**config.mk**
```make
export PLATFORM = sky130hd
export DESIGN_NAME = immgen_pipe
export DESIGN_NICKNAME = d
export VERILOG_FILES = /design/src/rtl/immgen_pkg.sv /design/src/rtl/immgen_pipe_decode.sv /design/src/rtl/immgen_pipe.sv
export SDC_FILE = /design/constraint.sdc
export NUM_CORES = 1
export LEC_CHECK = 0
export BUFFER_PORTS_ARGS = -buffer_cell sky130_fd_sc_hd__buf_2
export CORE_MARGIN = 3
export CORE_UTILIZATION = 40
export DETAILED_ROUTE_END_ITERATION = 7
export PLACE_DENSITY_LB_ADDON = 0.12
export SLEW_MARGIN = 0
export SYNTH_ARGS = -nofsm -noshare
export SYNTH_HDL_FRONTEND = slang
export SYNTH_SLANG_ARGS = --single-unit
```
**constraint.sdc**
```tcl
create_clock -name clk -period 4.2 [get_ports clk]
set_input_delay 0.21 -clock clk [delete_from_list [all_inputs] [get_ports clk]]
set_output_delay 0.21 -clock clk [all_outputs]
set_load 0.005 [all_outputs]
```
**src/rtl/immgen_pkg.sv**
```systemverilog
// immgen_pkg: shared types for the immediate generator.
// Immediate type encoding, RV32 opcodes, skid-buffer state.
package immgen_pkg;

  typedef enum logic [2:0] {
    IMM_NONE = 3'd0,
    IMM_I    = 3'd1,
    IMM_S    = 3'd2,
    IMM_B    = 3'd3,
    IMM_U    = 3'd4,
    IMM_J    = 3'd5
  } imm_type_e;

  localparam logic [6:0] OP_IMM = 7'b0010011;
  localparam logic [6:0] LOAD   = 7'b0000011;
  localparam logic [6:0] JALR   = 7'b1100111;
  localparam logic [6:0] STORE  = 7'b0100011;
  localparam logic [6:0] BRANCH = 7'b1100011;
  localparam logic [6:0] LUI    = 7'b0110111;
  localparam logic [6:0] AUIPC  = 7'b0010111;
  localparam logic [6:0] JAL    = 7'b1101111;
  localparam logic [6:0] OP     = 7'b0110011;

  typedef enum logic [1:0] {
    S_EMPTY = 2'd0,
    S_ONE   = 2'd1,
    S_TWO   = 2'd2
  } buf_state_e;

endpackage

```
**src/rtl/immgen_pipe_decode.sv**
```systemverilog
// immgen_decode: combinational inst -> immediate/type/illegal.
// Ports: inst in; imm (XLEN, sign-extended), typ, illegal out.
module immgen_decode
  import immgen_pkg::*;
#(
  parameter int XLEN = 32
) (
  input  logic [31:0]     inst,
  output logic [XLEN-1:0] imm,
  output imm_type_e       typ,
  output logic            illegal
);

  logic [6:0]  op;
  logic [31:0] imm32;
  logic        i31;
  logic        is_i;
  logic        is_s;
  logic        is_b;
  logic        is_u;
  logic        is_j;
  logic        is_r;

  assign op   = inst[6:0];
  assign i31  = inst[31];
  assign is_i = (op == OP_IMM) ||
                (op == LOAD) ||
                (op == JALR);
  assign is_s = (op == STORE);
  assign is_b = (op == BRANCH);
  assign is_u = (op == LUI) ||
                (op == AUIPC);
  assign is_j = (op == JAL);
  assign is_r = (op == OP);

  always_comb begin
    imm32   = '0;
    typ     = IMM_NONE;
    illegal = 1'b0;
    unique case (1'b1)
      is_i: begin
        typ   = IMM_I;
        imm32 = {{20{i31}}, inst[31:20]};
      end
      is_s: begin
        typ   = IMM_S;
        imm32 = {{20{i31}}, inst[31:25],
                 inst[11:7]};
      end
      is_b: begin
        typ   = IMM_B;
        imm32 = {{19{i31}}, i31, inst[7],
                 inst[30:25], inst[11:8],
                 1'b0};
      end
      is_u: begin
        typ   = IMM_U;
        imm32 = {inst[31:12], 12'b0};
      end
      is_j: begin
        typ   = IMM_J;
        imm32 = {{11{i31}}, i31,
                 inst[19:12], inst[20],
                 inst[30:21], 1'b0};
      end
      is_r: begin
        typ = IMM_NONE;
      end
      default: begin
        illegal = 1'b1;
      end
    endcase
  end

  // bit 31 of every immediate is inst[31]; widen from it
  assign imm = {{(XLEN-31){imm32[31]}},
                imm32[30:0]};

endmodule

```
**src/rtl/immgen_pipe.sv**
```systemverilog
// immgen_pipe: registered immediate generator, 2-entry skid.
// Ports: clk/rst/flush, in_* valid/ready, out_* result;
// illegal_cnt only with IMMGEN_ILLEGAL_CNT_EN defined.
module immgen_pipe
  import immgen_pkg::*;
#(
  parameter int XLEN  = 32,
  parameter int TAG_W = 4,
  parameter int CNT_W = 16
) (
  input  logic             clk,
  input  logic             rst,
  input  logic             flush,
  input  logic             in_valid,
  output logic             in_ready,
  input  logic [31:0]      in_inst,
  input  logic [TAG_W-1:0] in_tag,
  output logic             out_valid,
  input  logic             out_ready,
  output logic [XLEN-1:0]  out_imm,
  output imm_type_e        out_type,
  output logic             out_illegal,
  output logic [TAG_W-1:0] out_tag
`ifdef IMMGEN_ILLEGAL_CNT_EN
  ,
  output logic [CNT_W-1:0] illegal_cnt
`endif
);

  typedef struct packed {
    logic [XLEN-1:0]  imm;
    imm_type_e        typ;
    logic             illegal;
    logic [TAG_W-1:0] tag;
  } imm_result_t;

  buf_state_e  state_q;
  buf_state_e  state_d;
  imm_result_t out_q;
  imm_result_t out_d;
  imm_result_t skid_q;
  imm_result_t skid_d;
  imm_result_t dec;
  logic        acc;
  logic        emit;

  immgen_decode #(
    .XLEN (XLEN)
  ) u_dec (
    .inst    (in_inst),
    .imm     (dec.imm),
    .typ     (dec.typ),
    .illegal (dec.illegal)
  );
  assign dec.tag = in_tag;

  assign in_ready  = (state_q != S_TWO);
  assign out_valid = (state_q != S_EMPTY);
  assign acc       = in_valid && in_ready;
  assign emit      = out_valid && out_ready;

  always_comb begin
    state_d = state_q;
    out_d   = out_q;
    skid_d  = skid_q;
    case (state_q)
      S_EMPTY: begin
        if (acc) begin
          out_d   = dec;
          state_d = S_ONE;
        end
      end
      S_ONE: begin
        if (acc && emit) begin
          out_d = dec;
        end else if (acc) begin
          skid_d  = dec;
          state_d = S_TWO;
        end else if (emit) begin
          state_d = S_EMPTY;
        end
      end
      S_TWO: begin
        if (emit) begin
          out_d   = skid_q;
          state_d = S_ONE;
        end
      end
      default: begin
        state_d = S_EMPTY;
      end
    endcase
    if (flush) begin
      state_d = S_EMPTY;
    end
  end

  always_ff @(posedge clk) begin
    if (rst) begin
      state_q <= S_EMPTY;
      out_q   <= '0;
    end else begin
      state_q <= state_d;
      out_q   <= out_d;
    end
  end

  always_ff @(posedge clk) begin
    skid_q <= skid_d;
  end

  assign out_imm     = out_q.imm;
  assign out_type    = out_q.typ;
  assign out_illegal = out_q.illegal;
  assign out_tag     = out_q.tag;

`ifdef IMMGEN_ILLEGAL_CNT_EN
  logic [CNT_W-1:0] cnt_q;
  logic [CNT_W-1:0] cnt_d;

  always_comb begin
    cnt_d = cnt_q;
    if (acc && dec.illegal &&
        (cnt_q != '1)) begin
      cnt_d = cnt_q + CNT_W'(1);
    end
  end

  always_ff @(posedge clk) begin
    if (rst) begin
      cnt_q <= '0;
    end else begin
      cnt_q <= cnt_d;
    end
  end

  assign illegal_cnt = cnt_q;
`endif

endmodule

```
==> flow_summary.ini, run 1 <==
[setup_path]
cp.depth = 4
r2r_cells = 3
crit_type = flip-flop to output port
crit_fanout = 38
max_stage_delay_ps = 840
cpLargestDelayFamily = buffers and inverters
worstSetupEndpointType = output port
worstPathCellList = nor2b_2 -> buf_4 -> inv_1 -> buf_2
cpMaxStageDelayCell = inv_1
startpoint_type = flip-flop
cp.required_ps = 3990
crit_buf_inv = 3
critPathArrivalTime_ps = 2190

[logic_synthesis]
synth_enable_flop_cells = 40
ys_seq_elements = 82
syn-cell-area_sq_um = 3762
synthCells = 370
syn_avg_cell_area_sq_um = 10.17
synth_nets = 411
synth-main-ff-cell = dfxtp_1
seq_area_frac_synth_pct = 54.27
ys.warnings.count = 0
synth_cell_types = 54
async_flop_share_pct = 0

[clock_network]
cts.htree.levels = 3
clkLatencyLatePin_ps = 340
clk_pin_slew_ps = 80
ctsHoldBuffers = 0
cts.path.max_buffers = 2
post_cts_buffers = 0
tritoncts = built
cts.sinks = 82
cts-resized-gates = 0
numCtsBuffers = 9
root_buffer = clkbuf_8

[global_routing]
grt_util_all_layers_pct = 18.60
antenna_found_initial = 0
grt_max_degree = 50
grt_pass1_wl_um = 15300
grt_pass1_vias = 2936
grt-ovfl-total = 0

[run]
max_cap_violations = 0

[placed_design]
gp_congestion = 0.8769
io_buffers = 82
dp_hpwl_um = 6264
place_ws_ps = 1936

[die]
dieArea_sq_um = 10610
die-width_um = 103.0
start_util_pct = 42.11
rows = 34
io_pins = 83
die_h_um = 103.0
fp.coreArea_sq_um = 8934

[detailed_routing]
first_pass_iters = 5
avgViaCountPerCell = 5.702
post_drt_wl_per_cell_um = 17.56
antenna_left = 0
drc = 0
wl_um = 9673
initialDrtViolationCount = 171
via_count = 3142

[pwr]
switching_power_uw = 408.3
p_seq_share_pct = 51.4
switching_share_pct = 24.25
p_int_uw = 1276
clkPwrFrac_pct = 38.7
power.density_nw_per_um2 = 378.0
leakage_uw = 0.001802
power_frac_comb_pct = 9.9
vdd_drop_max_uv = 175.7

[timing]
min_period_ps = 2401
fin_ws_ps = 1799
setup_viol_count_final = 0
skew_ps = 8.707
worst_pin_slew_ps = 1117
slew_headroom_pct = 25.47
grt_setup_unrepaired = no
period_share_pct = 57.17
final_hold_viol_count = 0
tns_ps = 0
final_max_slew_viol_count = 0
fmax_ghz = 0.4165

[finish]
multi_input_area_sq_um = 1595
area_delta_synth_final_pct = 18.39
mostFrequentLayoutCells = buf_2, nand2_1, dfxtp_1
nNetsFinal = 479
antenna_cells = 0
final_common_cell = buf_2
drive_gt1_share_pct = 27.77
fillerInstances = 890
regArea_sq_um = 2042

[hold_path]
hp-class = input pin to flip-flop
holdPathStages = 2

[run_status]
outcome = finished, final reports clean
[power by group through the flow]
stage	combinational [uW]	clock, uW	sequential (uW)
floorplan	94.6	0	885
global placement	165	0	883
detailed placement	168	0	883
CTS	169	663	865
global route	187	698	868
finish	168	651	865
[kinds of logic (layout without fill, tap and decap cells)]
group | after synthesis | count (layout) | synth area share [%]
flip-flops | 82 | 82 | 54.27
buffers and inverters | 33 | 106 | 3.691
multiplexers | 2 | 2 | 0.6650
AO/OA/AOI/OAI | 109 | 109 | 22.71
AND/OR/NAND/NOR | 144 | 144 | 18.66
[stage by stage]
step	area (sq um)	hold WS, ps	utilization (%)	total power [uW]	cells
6_report	4454	49.51	49.86	1684	551
4_1_cts	4454	31.62	49.86	1696	551
3_3_place_gp	4228	401.0	47.32	1048	535
3_5_place_dp	4228	399.2	47.32	1052	535
2_1_floorplan	3762	286.9	-	979.4	370
5_1_grt	4454	35.97	49.86	1753	551
[registers in the layout, indices dropped and copies added (netlist names)]
register / cells
skid_q: 40
out_imm: 32
out_tag: 4
out_type: 3
state_q: 2
out_illegal: 1
[path summary, 6_finish.rpt]
path / from / to / slack, ps
setup reg to reg: state_q[0] / skid_q[31] / 1930
setup / recovery: state_q[1] / in_ready / 1800
hold reg to reg: out_imm[18] / out_imm[18] / 470
hold / removal: flush / state_q[0] / 50
[cells in the mapped netlist, drive strengths merged (2+ instances only)]
| master | count | share of area, % |
|---|---|---|
| nand2 | 71 | 7.1 |
| dfxtp | 42 | 22 |
| edfxtp | 40 | 32 |
| a221oi | 25 | 7.2 |
| nor2 | 25 | 2.5 |
| o21ai | 23 | 3.1 |
| clkbuf | 19 | 1.9 |
| a21oi | 14 | 2.3 |
| a211oi | 11 | 2.2 |
| a22oi | 11 | 2.2 |
| buf | 10 | 1.4 |
| nand3 | 9 | 1.2 |
| and2 | 7 | 1.2 |
| nand3b | 7 | 1.4 |
| a311oi | 5 | 1.2 |
| a22o | 4 | 0.93 |
| inv | 4 | 0.40 |
| nor2b | 4 | 0.67 |
| o41ai | 4 | 0.93 |
| nor3 | 3 | 0.40 |
| or4 | 3 | 0.70 |
| and2b | 2 | 0.40 |
| nand4b | 2 | 0.47 |
| nand4bb | 2 | 0.60 |
| nor3b | 2 | 0.53 |
| o21a | 2 | 0.40 |
| o32a | 2 | 0.53 |
[routing by layer]
layer  vias up  global-route usage (%)  part of all wire [%]
li1       1525                       -                     -
met2       100                   26.99                    43
met1      1506                   27.85                    50
met5         -                       0                     0
met3        11                   3.518                   5.6
met4         0                   6.076                   1.3
[area by class of cell]
| class | count | share of cell area, % |
|---|---|---|
| timing repair buffer | 86 | 9.888 |
| multi-input combinational | 255 | 35.81 |
| sequential | 82 | 45.84 |
| inverter | 4 | 0.3371 |
| tap | 108 | 3.034 |
| clock buffer | 11 | 3.174 |
| clock inverter | 5 | 1.910 |
Power figures use the tool's default switching activity.
==> inputs of run 2 (changes only) <==
--- a/config.mk
+++ b/config.mk
@@ -5,6 +5,7 @@
 export SDC_FILE = /design/constraint.sdc
 export NUM_CORES = 1
 export LEC_CHECK = 0
+export ABC_AREA = 1
 export BUFFER_PORTS_ARGS = -buffer_cell sky130_fd_sc_hd__buf_2
 export CORE_MARGIN = 3
 export CORE_UTILIZATION = 40
==> constraint.sdc (replaced) <==
create_clock -name clk -period 2.25 [get_ports clk]
set_input_delay 0.1125 -clock clk [delete_from_list [all_inputs] [get_ports clk]]
set_output_delay 0.1125 -clock clk [all_outputs]
set_load 0.005 [all_outputs]
==> run 2 against run 1 <==
Sequential share of layout area down 0.22 points. Highest routed layer unchanged. Cell area up 0.48%. Die area down 1.9%. Count of clock-buffer cells in the layout unchanged. Core utilization up 0.72 points. Worst hold slack better by 20 ps.
==> flow_summary.ini, run 2 <==
[run_status]
outcome = finished, final reports clean

[die]
io_pins = 83
rows = 34
die-width_um = 102.0
die_h_um = 102.0
dieArea_sq_um = 10400
fp.coreArea_sq_um = 8848
start_util_pct = 41.66

[finish]
finalInstanceArea_sq_um = 4476
fillerInstances = 890
area_delta_synth_final_pct = 21.42
mostFrequentLayoutCells = nand2_1, buf_2, a21oi_1
layout.core_utilization_pct = 50.58
largest_register_ffs = 40
nNetsFinal = 565
final_common_cell = nand2_1
drive_gt1_share_pct = 23.82
antenna_cells = 0
regMostFlops = skid_q

[setup_path]
worstSetupEndpointType = flip-flop
reg2reg_from = state_q[0]
worstReg2RegEnd = state_q[1]
max_stage_delay_ps = 610
r2r_setup_slack_ps = 310
cpMaxStageDelayCell = dlygate4sd3_1
worstPathCellList = inv_2 -> nand2_2 -> buf_4 -> a2111oi_0 -> dlygate4sd3_1
crit_buf_inv = 3
critPathArrivalTime_ps = 2230
r2r_cells = 5
cp.required_ps = 2540
cpLargestDelayFamily = buffers and inverters
cp.depth = 5
crit_fanout = 41
startpoint_type = flip-flop
crit_type = flip-flop to flip-flop

[timing]
setup_viol_count_final = 0
min_period_ps = 1940
tns_ps = 0
fin_ws_ps = 310.2
fmax_ghz = 0.5155
final_hold_viol_count = 0
final_max_slew_viol_count = 0
worst_pin_slew_ps = 488.5
grt_setup_unrepaired = no
period_share_pct = 86.22
slew_headroom_pct = 67.36
skew_ps = 12.60

[detailed_routing]
post_drt_wl_per_cell_um = 14.69
first_pass_iters = 4
wl_um = 9360
via_count = 3203
antenna_left = 0
drc = 0
avgViaCountPerCell = 5.028
initialDrtViolationCount = 155

[clock_network]
numCtsBuffers = 9
clkLatencyLatePin_ps = 340
tritoncts = built
cts-resized-gates = 0
clk_pin_slew_ps = 90
cts.sinks = 82
ctsHoldBuffers = 7
post_cts_buffers = 0
root_buffer = clkbuf_8
cts.path.max_buffers = 2
cts.htree.levels = 3

[logic_synthesis]
ys_seq_elements = 82
synth-main-ff-cell = dfxtp_1
async_flop_share_pct = 0
synth_enable_flop_cells = 40
syn-cell-area_sq_um = 3686
yosys-top-cells-area = edfxtp_1, dfxtp_1, nand2_1
synth_top_area_cell = edfxtp_1
synth_cell_types = 26
synthMostInstantiatedCell = nand2_1
synth_nets = 482
synthCells = 441
ys_top_cells_by_count = nand2_1, a21oi_1, dfxtp_1
ys.warnings.count = 0
synth_top_area_share_pct = 32.59
syn_avg_cell_area_sq_um = 8.358
seq_area_frac_synth_pct = 55.40

[pwr]
power.density_nw_per_um2 = 678.6
vdd_drop_max_uv = 383.2
leakage_uw = 0.002117

[global_routing]
grt_util_met1_pct = 24.96
grt-busiest-layer = met2
grtUsageMet3_pct = 4.232
grt_util_all_layers_pct = 18.55
use_met2_pct = 30.38
grt_max_degree = 42
grt_pass1_wl_um = 15130
grt-ovfl-total = 0
grt_pass1_vias = 3087
antenna_found_initial = 0

[placed_design]
place_ws_ps = 504.6
io_buffers = 82
dp_hpwl_um = 6206
gp_congestion = 0.8627
dpl_cell_area_sq_um = 4219

[run]
max_cap_violations = 0

[hold_path]
hold_end = skid_q[20]
holdPathStages = 3
hp-class = input pin to flip-flop
hold_start = in_inst[12]
==> run 2: worst min-delay path: cells and delay by family <==
family / cells / cell delay [ps]
simple gates: 2 / 110
buf+inv: 1 / 80
==> run 2: worst max-delay path by stage <==
| stage | from | to | slack [ps] |
|---|---|---|---|
| floorplan | state_q[0] | skid_q[0] | 170 |
| global placement | state_q[0] | skid_q[31] | 580 |
| detailed placement | state_q[0] | out_imm[7] | 500 |
| CTS | state_q[0] | state_q[1] | 380 |
| global route | state_q[0] | state_q[1] | 190 |
| finish | state_q[0] | state_q[1] | 310 |
==> run 2: stage by stage <==
stage	hold slack, ps	instances	total power, uW
5_1_grt	58.33	637	3184
6_report	69.49	637	3037
2_1_floorplan	181.6	441	1863
3_3_place_gp	302.9	614	2029
3_5_place_dp	306.4	614	2032
4_1_cts	54.11	637	3067
==> run 2: logic make-up (layout without fill, tap and decap cells) <==
kind of cell	count (synthesis)	count (layout)	share of synthesized area, %
buffers and inverters	60	148	6.959
and+or+nand+nor	182	182	21.42
DFF	82	82	55.40
AOI/OAI and AO/OA	117	117	16.23
==> run 2: layout make-up <==
type / count / area (sq um) / share of cell area [%]
Clock buffer: 11 / 131.4 / 2.935
Clock inverter: 5 / 55.05 / 1.230
Inverter: 35 / 131.4 / 2.935
Multi-Input combinational cell: 299 / 1403 / 31.34
Sequential cell: 82 / 2042 / 45.62
Tap cell: 108 / 135.1 / 3.019
Timing Repair Buffer: 97 / 578.1 / 12.92
==> run 2: where the power goes <==
group | leakage, uW | total (uW) | switching (uW) | internal (uW)
registers | 0.000780 | 1650 | 29.3 | 1620
logic | 0.00125 | 355 | 207 | 148
clock network | 0.0000893 | 1030 | 524 | 511
==> run 2: layer usage <==
| layer | wire length [um] | up-vias |
|---|---|---|
| met1 | 4471 | 1478 |
| li1 | - | 1641 |
| met5 | 0 | - |
| met4 | 66 | 0 |
| met3 | 486 | 5 |
| met2 | 4335 | 79 |
==> inputs of run 3 (changes only) <==
--- a/config.mk
+++ b/config.mk
@@ -7,7 +7,6 @@
 export LEC_CHECK = 0
 export ABC_AREA = 1
 export BUFFER_PORTS_ARGS = -buffer_cell sky130_fd_sc_hd__buf_2
-export CORE_MARGIN = 3
 export CORE_UTILIZATION = 40
 export DETAILED_ROUTE_END_ITERATION = 7
 export PLACE_DENSITY_LB_ADDON = 0.12
==> run 3 against run 2 <==
The run now ends with DRC left. Via count is 1.0% higher. Power shrank 0.67%. Die area decreased by 7.7%. Highest routed layer unchanged.
==> flow_summary.ini, run 3 (synthesized netlist as in run 2, its figures left out) <==
[timing]
final_hold_viol_count = 0
grt_setup_unrepaired = no
final_max_slew_viol_count = 0
slew_headroom_pct = 66.68
fmax_ghz = 0.5402
worst_pin_slew_ps = 498.6
min_period_ps = 1851
fin_ws_ps = 398.8
period_share_pct = 82.28
tns_ps = 0
setup_viol_count_final = 0
skew_ps = 6.320

[die]
io_pins = 83
rows = 34
die_h_um = 98.00
start_util_pct = 41.86
dieArea_sq_um = 9603
die-width_um = 98.00
fp.coreArea_sq_um = 8806

[clock_network]
cts.sinks = 82
clkLatencyLatePin_ps = 350
numCtsBuffers = 9
cts-resized-gates = 0
root_buffer = clkbuf_8
cts.path.max_buffers = 2
clk_pin_slew_ps = 80
tritoncts = built
cts.htree.levels = 3

[placed_design]
gp_congestion = 0.9310
dpl_cell_area_sq_um = 4194
io_buffers = 82
dp_hpwl_um = 6088
place_ws_ps = 600.3

[finish]
area_delta_synth_final_pct = 20.67
largest_register_ffs = 40
mostFrequentLayoutCells = nand2_1, buf_2, a21oi_1
finalInstanceArea_sq_um = 4448
drive_gt1_share_pct = 24.01
antenna_cells = 0
regMostFlops = skid_q
final_common_cell = nand2_1
nNetsFinal = 566

[run_status]
outcome = finished with violations
violations = DRC

[hold_path]
holdPathStages = 3
hold_start = in_inst[15]
hold_end = skid_q[23]
hp-class = input pin to flip-flop

[setup_path]
worstPathCellList = inv_2 -> nand2_2 -> buf_4 -> a2111oi_0 -> dlygate4sd3_1
cp.required_ps = 2540
crit_fanout = 41
max_stage_delay_ps = 600
cpMaxStageDelayCell = dlygate4sd3_1
reg2reg_from = state_q[0]
critPathArrivalTime_ps = 2140
worstSetupEndpointType = flip-flop
crit_type = flip-flop to flip-flop
r2r_setup_slack_ps = 400
r2r_cells = 5
startpoint_type = flip-flop
worstReg2RegEnd = state_q[1]

[run]
max_cap_violations = 0

[detailed_routing]
via_count = 3235
drc = 5
avgViaCountPerCell = 5.078
post_drt_wl_per_cell_um = 14.08
initialDrtViolationCount = 146
first_pass_iters = 7
antenna_left = 0
wl_um = 8966

[pwr]
vdd_drop_max_uv = 334.8
power.density_nw_per_um2 = 678.2
leakage_uw = 0.002114

[global_routing]
grt_pass1_wl_um = 14680
grt_max_degree = 42
grt_util_all_layers_pct = 19.66
grt-ovfl-total = 0
grt_pass1_vias = 3054
antenna_found_initial = 0
## run 3: cell types whose count changed in the layout (fill, tap and decap cells not counted), sizes merged
cell	delta
buf	+1
clkinvlp	-1
clkinv	+1
clkbuf	-1
## run 3: repair_timing
item                      4_1_cts  5_1_grt
hold endpoints to repair        6        0
hold buffers                    7        0
buffers inserted                0        0
## run 3: where the power goes
| part | leakage, uW | switching, uW | total, uW | internal [uW] |
|---|---|---|---|---|
| clock network | 0.0000921 | 519 | 1020 | 505 |
| logic | 0.00124 | 204 | 345 | 141 |
| registers | 0.000780 | 28.3 | 1650 | 1620 |
| total | 0.00211 | 752 | 3020 | 2260 |
## run 3: worst max path at each step
| stage | endpoint | slack, ps | start | cells past startpoint |
|---|---|---|---|---|
| 2_1_floorplan | skid_q[0] | 170 | state_q[0] | 4 |
| 6_report | state_q[1] | 400 | state_q[0] | 5 |
| 5_1_grt | state_q[1] | 290 | state_q[0] | 5 |
| 4_1_cts | state_q[1] | 440 | state_q[0] | 5 |
| 3_5_place_dp | skid_q[12] | 600 | state_q[0] | 5 |
| 3_3_place_gp | skid_q[11] | 650 | state_q[0] | 5 |
## run 3: layout make-up
type / instances / area [sq um]
Inverter: 35 / 131.4
Timing Repair Buffer: 98 / 560.5
Clock inverter: 5 / 56.30
Clock buffer: 10 / 127.6
Sequential cell: 82 / 2042
Tap cell: 108 / 135.1
Fill cell: 895 / 4358
Multi-Input combinational cell: 299 / 1395
## run 3: worst max-delay path, delay by kind of cell, from the launching register on
family | cells | cell delay [ps]
buffers and inverters | 3 | 950
AOI/OAI and AO/OA | 1 | 430
DFF | 1 | 360
and+or+nand+nor | 1 | 50
## run 3: metrics by stage
step,cells,hold slack (ps),utilization (%),total power [uW]
after detailed placement,615,313.5,47.63,2021
after CTS,637,42.70,50.51,3058
after global routing,637,52.05,50.51,3164
after floorplan,441,181.6,-,1863
final,637,64.09,50.51,3017
after global placement,615,318.0,47.63,2017
## run 3: metal layers
metal | global-route usage, % | routed length (um)
met4 | 9.207 | 59
met2 | 31.80 | 4252
met5 | 0 | 0
met1 | 25.49 | 4016
met3 | 3.651 | 638
